$ cat src/rtl/fwd_pkg.sv
// Shared types and select-code helpers for the forwarding/hazard unit.
// Tags carry a fixed-width rd so the package stays parameter-free; AW must not exceed AW_MAX.
package fwd_pkg;

    localparam int unsigned AW_MAX = 16;
    localparam int unsigned SEL_RF = 0;

    typedef struct packed {
        logic              v;
        logic              we;
        logic [AW_MAX-1:0] rd;
        logic              ld;
    } tag_t;

    function automatic int unsigned sel_w(input int unsigned depth);
        return $clog2(depth + 2);
    endfunction

    function automatic int unsigned sel_imm(input int unsigned depth);
        return depth + 1;
    endfunction

endpackage

$ cat src/rtl/fwd_tag_pipe.sv
// Shadow pipeline of destination tags; tags[0] is the instruction in EX.
module fwd_tag_pipe
    import fwd_pkg::*;
#(
    parameter int unsigned DEPTH = 3
) (
    input  logic clk,
    input  logic rst_n,
    input  logic hold,
    input  logic push,
    input  tag_t din,
    output tag_t tags [DEPTH]
);

    always_ff @(posedge clk or negedge rst_n) begin
        if (!rst_n) begin
            for (int unsigned j = 0; j < DEPTH; j++) begin
                tags[j] <= '0;
            end
        end else if (!hold) begin
            tags[0] <= push ? din : '0;
            for (int unsigned j = 1; j < DEPTH; j++) begin
                tags[j] <= tags[j-1];
            end
        end
    end

endmodule

$ cat src/rtl/fwd_hazard_unit.sv
// Operand forwarding select generation and load-use stall detection.
// Selects are registered into EX alignment; stall is combinational from ID and the tag pipe.
module fwd_hazard_unit
    import fwd_pkg::*;
#(
    parameter  int unsigned AW       = 5,
    parameter  int unsigned DEPTH    = 3,
    parameter  int unsigned LOAD_LAT = 1,
    parameter  int unsigned CNTW     = 16,
    localparam int unsigned SELW     = sel_w(DEPTH)
) (
    input  logic            clk,
    input  logic            rst_n,
    input  logic            hold,
    input  logic            flush,
    input  logic            id_valid,
    input  logic [AW-1:0]   id_rs,
    input  logic [AW-1:0]   id_rt,
    input  logic            id_use_rs,
    input  logic            id_use_rt,
    input  logic            id_alu_imm,
    input  logic            id_we,
    input  logic [AW-1:0]   id_rd,
    input  logic            id_is_load,
    output logic            stall,
    output logic [SELW-1:0] ex_sel_a,
    output logic [SELW-1:0] ex_sel_b,
    output logic [SELW-1:0] ex_sel_st,
    output logic [CNTW-1:0] stall_cnt
);

    localparam logic [SELW-1:0] SEL_IMM_C = SELW'(sel_imm(DEPTH));
    localparam logic [SELW-1:0] SEL_RF_C  = SELW'(SEL_RF);

    tag_t            tags [DEPTH];
    tag_t            id_tag;
    logic            enter;
    logic [SELW-1:0] rs_sel, rt_sel;
    logic            rs_haz, rt_haz;

    function automatic logic hit(input tag_t t, input logic [AW-1:0] s);
        return t.v && t.we && (t.rd != '0) && (t.rd == AW_MAX'(s));
    endfunction

    always_comb begin
        id_tag    = '0;
        id_tag.v  = 1'b1;
        id_tag.we = id_we;
        id_tag.rd = AW_MAX'(id_rd);
        id_tag.ld = id_is_load;
    end

    // Scan oldest to youngest so the youngest match overwrites both select and hazard flag.
    always_comb begin
        rs_sel = SEL_RF_C;
        rt_sel = SEL_RF_C;
        rs_haz = 1'b0;
        rt_haz = 1'b0;
        for (int unsigned j = DEPTH; j > 0; j--) begin
            if (id_use_rs && hit(tags[j-1], id_rs)) begin
                rs_sel = SELW'(j);
                rs_haz = tags[j-1].ld && (j <= LOAD_LAT);
            end
            if (id_use_rt && hit(tags[j-1], id_rt)) begin
                rt_sel = SELW'(j);
                rt_haz = tags[j-1].ld && (j <= LOAD_LAT);
            end
        end
    end

    assign stall = id_valid && !flush && (rs_haz || rt_haz);
    assign enter = id_valid && !flush && !stall;

    fwd_tag_pipe #(
        .DEPTH (DEPTH)
    ) u_tag_pipe (
        .clk   (clk),
        .rst_n (rst_n),
        .hold  (hold),
        .push  (enter),
        .din   (id_tag),
        .tags  (tags)
    );

    always_ff @(posedge clk or negedge rst_n) begin
        if (!rst_n) begin
            ex_sel_a  <= '0;
            ex_sel_b  <= '0;
            ex_sel_st <= '0;
            stall_cnt <= '0;
        end else if (!hold) begin
            if (enter) begin
                ex_sel_a  <= rs_sel;
                ex_sel_b  <= id_alu_imm ? SEL_IMM_C : rt_sel;
                ex_sel_st <= rt_sel;
            end else begin
                ex_sel_a  <= '0;
                ex_sel_b  <= '0;
                ex_sel_st <= '0;
            end
            if (stall && (stall_cnt != '1)) begin
                stall_cnt <= stall_cnt + CNTW'(1);
            end
        end
    end

endmodule

$ cat config.mk
export PLATFORM = sky130hd
export DESIGN_NAME = fwd_hazard_unit
export DESIGN_NICKNAME = d
export VERILOG_FILES = /design/src/rtl/fwd_pkg.sv /design/src/rtl/fwd_tag_pipe.sv /design/src/rtl/fwd_hazard_unit.sv
export SDC_FILE = /design/constraint.sdc
export NUM_CORES = 1
export LEC_CHECK = 0
export BUFFER_PORTS_ARGS = -buffer_cell sky130_fd_sc_hd__buf_4
export CORE_MARGIN = 3
export CORE_UTILIZATION = 29
export CTS_CLUSTER_DIAMETER = 120
export CTS_CLUSTER_SIZE = 28
export DETAILED_ROUTE_END_ITERATION = 8
export GPL_ROUTABILITY_DRIVEN = 0
export PLACE_DENSITY = 0.61
export SYNTH_ARGS = -nofsm -noshare
export SYNTH_HDL_FRONTEND = slang
export SYNTH_SLANG_ARGS = --single-unit
$ cat constraint.sdc
create_clock -name clk -period 2 [get_ports clk]
set_input_delay 0.1 -clock clk [delete_from_list [all_inputs] [get_ports clk]]
set_output_delay 0.1 -clock clk [all_outputs]
set_load 0.02 [all_outputs]
---- After elaboration in Yosys (flattened, before gate mapping) ----
Index checks and enable logic that the tools add are counted.
word-level totals
  bits in registers ....................... 80
  logic and storage cells ................. 65
  output and inout port bits .............. 26
cells by class
  reductions and logical operators ........ 29
  add/subtract/negate cells ............... 1
  multiplexer cells ....................... 13
  eq/ne operators ......................... 7
  bitwise logic cells ..................... 1
operators by type and width
  cell                     count
  $eq A16 B5 Y1            6
  $reduce_bool A16 Y1      3
  $mux W3                  8
  $logic_and A1 B1 Y1      22
  $mux W19                 1
  $add A16 B1 Y16 const B  1
  $ne A16 B16 Y1 const B   1
  $mux W2                  2
  $logic_not A1 Y1         2
  $mux W1                  2
  $reduce_and A2 Y1        1
  $logic_or A1 B1 Y1       1
  $not A1 Y1               1

---- Depth between registers and ports, before layout ----
Gate-level depths: netlist of the first run.
  depth in word-level cells ............... 10
  gate-level depth with buffers ........... 8

---- Cells and area by module ----
A second synthesis of the first run with hierarchy kept.
unflattened totals
  cell total of the unflattened synthesis .. 338
  area total of the unflattened synthesis .. 3883.7 um^2
by module, submodules not included
  module           cells an instance  sequential area each (um^2)  times used  area an instance (um^2)
  fwd_tag_pipe     162                1426.4                       1           2172.1
  fwd_hazard_unit  176                575.6                        1           1711.6

---- Worst setup path before layout of the first run ----
Ideal clock, no wire load.
  kind .................................... register to register
  from .................................... register, netlist name u_tag_pipe.tags[39]
  to ...................................... register stall_cnt[9]
  arrival ................................. 1.844 ns
  setup slack ............................. 0.026 ns
  path buffers ............................ 1
  cell stages (with the launch flop) ...... 8
  path through ............................ dfrtp_1 -> or3_1 -> o311a_1 -> and4bb_4 -> o211a_4 -> buf_6 -> nand4_1 -> xnor2_1
on the way
  word-level cells in the longest chain between the ends .. 9
  elaborated cells between the ends (all ways) .. 14
  classes of those cells .................. 2 x eq/ne; 2 x mux; 10 x reduce/logical
RTL lines
  element                                        line                                          RTL
  $reduce_bool A16 Y1                            fwd_hazard_unit.sv:42                         return t.v && t.we && (t.rd != '0) && (t.rd == AW_MAX'(s));
  $logic_and A1 B1 Y1 (2 in series)              fwd_hazard_unit.sv:42
  $logic_and A1 B1 Y1, on equally long branches  fwd_hazard_unit.sv:60, fwd_hazard_unit.sv:64
  $mux W1, on equally long branches              fwd_hazard_unit.sv:60, fwd_hazard_unit.sv:64
  $logic_or A1 B1 Y1 *                           fwd_hazard_unit.sv:71                         assign stall = id_valid && !flush && (rs_haz || rt_haz);
  $logic_and A1 B1 Y1 *                          fwd_hazard_unit.sv:71
  $logic_and A1 B1 Y1 *                          fwd_hazard_unit.sv:101                        if (stall && (stall_cnt != '1)) begin
  $reduce_and A2 Y1 (no source line) *           n/a
  to (signal assigned)                           fwd_hazard_unit.sv:102                        stall_cnt <= stall_cnt + CNTW'(1);
  to (decl)                                      fwd_hazard_unit.sv:29                         output logic [CNTW-1:0] stall_cnt
Mark *: on every way between the ends. The rest lies on a longest branch, timed or not.
A chain may end at the register's enable or synchronous reset.

---- Final worst setup path of the first run ----
  from .................................... register, netlist name u_tag_pipe.tags[41]
  to ...................................... output stall
on the way
  word-level cells in the longest chain between the ends .. 7
  elaborated cells between the ends (all ways) .. 12
  classes of those cells .................. 2 x eq/ne; 2 x mux; 8 x reduce/logical
RTL lines
  element                                        line                                          RTL
  $reduce_bool A16 Y1                            fwd_hazard_unit.sv:42
  $logic_and A1 B1 Y1 (2 in series)              fwd_hazard_unit.sv:42
  $logic_and A1 B1 Y1, on equally long branches  fwd_hazard_unit.sv:60, fwd_hazard_unit.sv:64
  $mux W1, on equally long branches              fwd_hazard_unit.sv:60, fwd_hazard_unit.sv:64
  $logic_or A1 B1 Y1 *                           fwd_hazard_unit.sv:71
  $logic_and A1 B1 Y1 *                          fwd_hazard_unit.sv:71
  to (decl)                                      fwd_hazard_unit.sv:25                         output logic stall,
Marked as above.

==> results of run 1 <==
-- worst max-delay path by stage --
| stage | depth (start not counted) | endpoint | slack (ps) |
|---|---|---|---|
| floorplan | 7 | stall_cnt[9] | 30 |
| global placement | 5 | stall_cnt[1] | 20 |
| detailed placement | 5 | stall_cnt[1] | 2 |
| CTS | 5 | stall_cnt[1] | -5 |
| global route | 7 | stall | -130 |
| finish | 7 | stall | -20 |
-- metrics by stage --
| step | power (W) | hold slack [ps] |
|---|---|---|
| 6_report | 0.001861 | 14.56 |
| 5_1_grt | 0.001947 | 15.93 |
| 4_1_cts | 0.001860 | 10.62 |
| 3_5_place_dp | 0.001256 | 135.8 |
| 3_3_place_gp | 0.001253 | 140.5 |
| 2_1_floorplan | 0.001126 | -195.6 |
-- cell usage in the layout (no fill, tap or decap), types with 2 or more instances in the layout --
| master | count |
|---|---|
| nand2_1 | 10 |
| buf_4 | 75 |
| nand4_1 | 14 |
| nor2_1 | 4 |
| xnor2_1 | 26 |
| a22o_1 | 8 |
| xor2_1 | 15 |
| dfrtp_1 | 43 |
| nor4_1 | 3 |
| xnor2_2 | 4 |
| o21ai_0 | 2 |
| buf_6 | 3 |
| nand3_1 | 4 |
| inv_1 | 3 |
| o311a_1 | 2 |
| conb_1 | 2 |
| clkbuf_8 | 7 |
| a32o_1 | 2 |
| mux2_2 | 15 |
| nor3b_2 | 2 |
| dfrtp_2 | 2 |
| or3_1 | 2 |
| and3_1 | 4 |
-- area by class of cell --
class	count	area (um2)
Tap cell	99	123.9
Sequential cell	45	1129
Timing Repair Buffer	79	606.8
Clock inverter	1	5.005
Clock buffer	7	96.34
Multi-Input combinational cell	140	1167
Fill cell	733	4308
Inverter	3	11.26
-- routing by layer --
metal / vias to the layer above / wire length [um] / GRT usage
li1: 860 / - / -
met1: 847 / 2546 / 0.1723
met2: 33 / 2816 / 0.2079
met3: 10 / 199 / 0.02231
met4: 0 / 111 / 0.04688
met5: - / 0 / 0
-- state kept, by name, indices dropped and copies added, names as in the netlist --
name / cells
ex_sel_a: 2
ex_sel_st: 2
ex_sel_b: 3
u_tag_pipe.tags: 22
stall_cnt: 16
-- repair_timing --
item / in CTS / in global routing
cloned: 1 / 0
hold buffers: 1 / 0
hold endpoints to repair: 45 / 0
endpoints found under the setup margin: 2 / 29
gates resized for setup: 1 / 13
pin swaps: 2 / 5
setup buffers: 1 / 7
-- power groups by stage --
stage	registers [W]	clock network (W)	logic [W]
2_1_floorplan	0.000997	0	0.000129
3_3_place_gp	0.000995	0	0.000259
3_5_place_dp	0.000995	0	0.000261
4_1_cts	0.000978	0.000618	0.000264
5_1_grt	0.000984	0.000652	0.000311
6_report	0.000979	0.000598	0.000283
-- logic make-up (layout without fill, tap and decap cells) --
| kind of cell | after synthesis | after routing |
|---|---|---|
| mux | 15 | 15 |
| other cells | 1 | 2 |
| flops | 45 | 45 |
| fa+ha+maj | 1 | 1 |
| compound gates | 25 | 26 |
| buf+inv | 10 | 90 |
| xor+xnor | 45 | 45 |
| simple gates | 51 | 51 |
-- critical path, stage by stage, from the launching register on --
cell     delay [ps]
dfrtp_1         390
buf_6           140
xnor2_2         140
nand4_1         160
nor3b_2         220
o211a_1         270
and3b_1         200
buf_6           120
-- Yosys cell counts (all sizes together), types with 2 or more instances --
master  number
o21ai        3
nand2       10
inv          3
o311a        2
xor2        15
nand4       14
o211a        2
nor3b        2
buf          4
xnor2       30
and3         4
a21o         2
nand3        4
nor2         4
nor4         3
clkbuf       3
mux2        15
and4bb       2
a32o         2
a22o         9
dfrtp       45
or3          2
==> results.yml, run 1 <==
run_status:
  status: "finished, violations left"
  violations: "setup timing"
drt:
  firstDrtPassIters: 4
  wl_per_cell_um: 15.17
  vias_per_cell: 4.679
  ant_nets: 0
  drt-total-wl_um: 5673
  num_vias: 1750
  drc: 0
  drtIter0Drc: 67
yosys:
  synth-simple-area-share: 0.1344
  seq_area_frac_synth: 0.4937
  ys_types: 41
  ys_ff_latch: 45
  synth_edf_count: 0
  synthTopCellsByArea: "dfrtp_1 (49%), xnor2_1 (12%), mux2_2 (7.4%)"
  synth_top_area_cell: "dfrtp_1"
  synth.avg_cell_area_um2: 11.82
  syn_area_um2: 2281
  yosys.area_share.adder: 0.005485
  async_flop_share: 1.000
  synth_xor_area_frac: 0.1728
  yosys_most_used_dff: "dfrtp_1"
  syn_inst: 193
  muxShareOfSynthArea: 0.07405
  synth_top_family_by_area: "XOR/XNOR gates"
  ys_warn_count: 0
  synth-compound-area-share: 0.09435
  synth_top_area_share: 0.4937
timing:
  fmax_mhz: 495.0
  rsz0062_at_grt: "true"
  hold_viol: 0
  worst_slack_ps: -20.06
  period_share: 1.010
  maxSlewHeadroom: 0.6385
  finalSetupTns_ps: -32.16
  slew_violations: 0
  tightest_slew_ps: 542.2
  skew_ps: 6.976
  finalSetupViolCount: 2
  min_period_ps: 2020
place:
  pre_cts_ws_ps: 2.252
  port_buffers: 48
  place_hpwl_um: 4133
  placed_cell_area_um2: 2892
  dp_cells: 356
floorplanning:
  io_pins: 51
  die_x_um: 94.69
  initial_core_util: 0.3063
  core_um2: 7447
  die_h_um: 94.69
  std_cell_rows: 31
  design.die.area_um2: 8965
flow_run:
  drv_cap: 0
finish:
  area_growth_pct: 37.63
  nets: 300
  final_area_um2: 3139
  diodes: 0
  instances_no_fill: 374
  utilization: 0.4215
  final_layout_size_suffix_gt1_frac: 0.4291
critical_path:
  critPathLaunchType: "register"
  worstSetupEndpointType: "output pin"
  path_class: "register to output pin"
  arrival_ps: 1920
  rrSetupSlack_ps: -10
  r2r_start: "u_tag_pipe.tags[39]"
  r2r_end: "stall_cnt[1]"
  startpoint: "u_tag_pipe.tags[41]"
  r2r.worst_path.cells: 5
  cp_data_required_time_ps: 1900
  crit_fanout: 4
cts:
  clockRootBuffer: "clkbuf_8"
  clk-insertion-delay-late_ps: 290
  cts_tree: "built"
  clock_sink_count: 45
  tritoncts.num_buffers: 5
  cts.path.max_buffers: 2
  h-tree-depth: 2
  clkTransAtPathRegs_ps: 80
pwr:
  pwr-share-seq: 0.526
  power.internal_w: 0.001412
  netSwitchingPower_w: 0.0004488
  power_frac_clock: 0.321
  power.density_nw_per_um2: 592.7
  combPwrFrac: 0.152
  p_sw_frac: 0.2412
  leakagePower_nw: 1.571
  vdd_drop_max_v: 0.0002265
min_path:
  hold_start: "id_alu_imm"
  hold_depth: 2
  worstHoldEndpoint: "ex_sel_b[1]"
  hold_path_class: "input pin to register"
global_routing:
  grt_pass1_wl_um: 8997
  grt_max_degree: 46
  grt_remaining_overflow: 0
  antenna_found_initial: 0
  grt_pass1_vias: 1809
  grtUsageTotal: 0.1286
Note: power is estimated with default switching activity, not from simulation.
==> run 2: changes to the inputs <==
Settings changed: PLACE_DENSITY 0.61 to 0.58, SYNTH_HIERARCHICAL set to 1.
==> run 2 against run 1 <==
Net effect:
- power rose by 120%
- largest power group is now the clock network
- clock-buffer cell count rose by 2
- routed wire length up 58%
- the flow still finishes with violations (setup timing)
- via count increased by 59%
- fmax down 9.5%
- worst hold slack improved by 7.9 ps
- largest cell class unchanged
==> results.yml, run 2 <==
floorplanning:
  design.die.area_um2: 14550
  die_x_um: 120.6
  io_pins: 51
  core_um2: 12720
  initial_core_util: 0.2996
  std_cell_rows: 41
  die_h_um: 120.6
critical_path:
  r2r.worst_path.cells: 8
  crit_fanout: 3
  cp_data_required_time_ps: 1900
  path_class: "register to output pin"
  arrival_ps: 2130
  worstSetupEndpointType: "output pin"
  critPathLaunchType: "register"
drt:
  drt-total-wl_um: 8940
  drc: 0
  firstDrtPassIters: 4
  wl_per_cell_um: 14.66
  drtIter0Drc: 193
  ant_nets: 0
  num_vias: 2774
  vias_per_cell: 4.548
pwr:
  leakagePower_nw: 2.615
  netSwitchingPower_w: 0.0009510
  p_sw_frac: 0.2275
  combPwrFrac: 0.100
  pwr-share-seq: 0.418
  vdd_drop_max_v: 0.0003929
  power_frac_clock: 0.482
  power.internal_w: 0.003229
  power.density_nw_per_um2: 775.4
finish:
  fillers: 1229
  multi_input_area_um2: 2051
  largest_register_ffs: 55
  nets: 459
  ff_latch_area_um2: 1957
  layout_commonest_cell: "dfrtp_1"
  diodes: 0
  top_register: "u_tag_pipe/tags"
  instances_no_fill: 610
  final_cell_mix: "dfrtp_1 (74), buf_4 (73), nand2_1 (50)"
  final_area_um2: 5390
  area_growth_pct: 41.43
  largestRegisters: "u_tag_pipe/tags (55), stall_cnt (16), ex_sel_b (3)"
  final_layout_size_suffix_gt1_frac: 0.4292
  utilization: 0.4237
timing:
  period_share: 1.116
  maxSlewHeadroom: 0.4450
  whs_ps: 22.49
  min_period_ps: 2233
  worst_slack_ps: -232.6
  finalSetupViolCount: 4
  slew_violations: 0
  rsz0062_at_grt: "true"
  tightest_slew_ps: 832.5
  hold_viol: 0
  skew_ps: 6.850
  fmax_mhz: 447.9
  finalSetupTns_ps: -291.7
cts:
  clk-insertion-delay-late_ps: 330
  cts_tree: "built"
  tritoncts.num_buffers: 9
  clockRootBuffer: "clkbuf_16"
  clkTransAtPathRegs_ps: 60
  cts.path.max_buffers: 2
  h-tree-depth: 3
  clock_sink_count: 78
global_routing:
  grt_remaining_overflow: 0
  antenna_found_initial: 0
  grt_max_degree: 82
  grt_pass1_vias: 2886
  grtUsageTotal: 0.1296
  grt_pass1_wl_um: 14960
min_path:
  hold_path_class: "input pin to register"
  hold_depth: 3
place:
  dp_cells: 585
  place_hpwl_um: 6102
  port_buffers: 48
  placed_cell_area_um2: 4587
run_status:
  status: "finished, violations left"
  violations: "setup timing"
flow_run:
  drv_cap: 0
yosys:
  synth.avg_cell_area_um2: 11.41
  syn_area_um2: 3811
  syn_inst: 334
  ys_warn_count: 6
==> run 2: final timing paths <==
check | end | slack (ps) | startpoint
worst min-delay path | u_tag_pipe/tags[38] | 20 | id_is_load
max in group asynchronous | stall_cnt[9] | 1100 | rst_n
worst min register to register | ex_sel_b[1] | 480 | ex_sel_b[1]
min in group asynchronous | stall_cnt[5] | 320 | rst_n
worst max register to register | stall_cnt[1] | -50 | u_tag_pipe/tags[42]
worst max-delay path | stall | -230 | u_tag_pipe/tags[50]
==> run 2: metrics by stage <==
stage	worst slack [ps]	power (W)
after floorplan	10.73	0.001974
after global placement	-151.6	0.002139
after detailed placement	-201.5	0.002152
after CTS	-247.3	0.004206
after global routing	-379.6	0.004355
final	-232.6	0.004180
==> run 2: metal layers <==
layer	global-route usage	part of all wire	up-vias
met1	0.1727	0.46	1370
li1	-	-	1357
met2	0.2127	0.50	37
met5	0	0	-
met3	0.02666	0.028	10
met4	0.03966	0.013	0
==> run 2: worst max-delay path, cell delays in order (launching register included) <==
cell	delay [ps]
dfrtp_1	410
nor4b_4	320
nand4_1	160
a21oi_2	230
and2_4	200
o21ai_2	70
nor3b_2	230
buf_4	180
==> run 2: power groups by stage <==
| stage | Sequential, W | Combinational, W | Clock (W) |
|---|---|---|---|
| CTS | 0.00174 | 0.000410 | 0.00205 |
| floorplan | 0.00175 | 0.000227 | 0 |
| finish | 0.00175 | 0.000417 | 0.00201 |
| detailed placement | 0.00177 | 0.000385 | 0 |
| global placement | 0.00176 | 0.000375 | 0 |
| global route | 0.00176 | 0.000461 | 0.00213 |
==> run 2: what timing repair did <==
action	CTS	global route
cloned	0	0
pin swaps	27	13
buffers inserted	9	1
endpoints found under the hold margin	44	0
gates resized for setup	46	27
hold buffers	2	0
endpoints found under the setup margin	29	32
==> run 2: final cells by class <==
type | count | share of cell area
inverter | 4 | 0.002786
timing repair buffer | 91 | 0.1451
clock inverter | 7 | 0.02693
tap | 172 | 0.03993
sequential | 78 | 0.3630
multi-input combinational | 249 | 0.3805
clock buffer | 9 | 0.04178
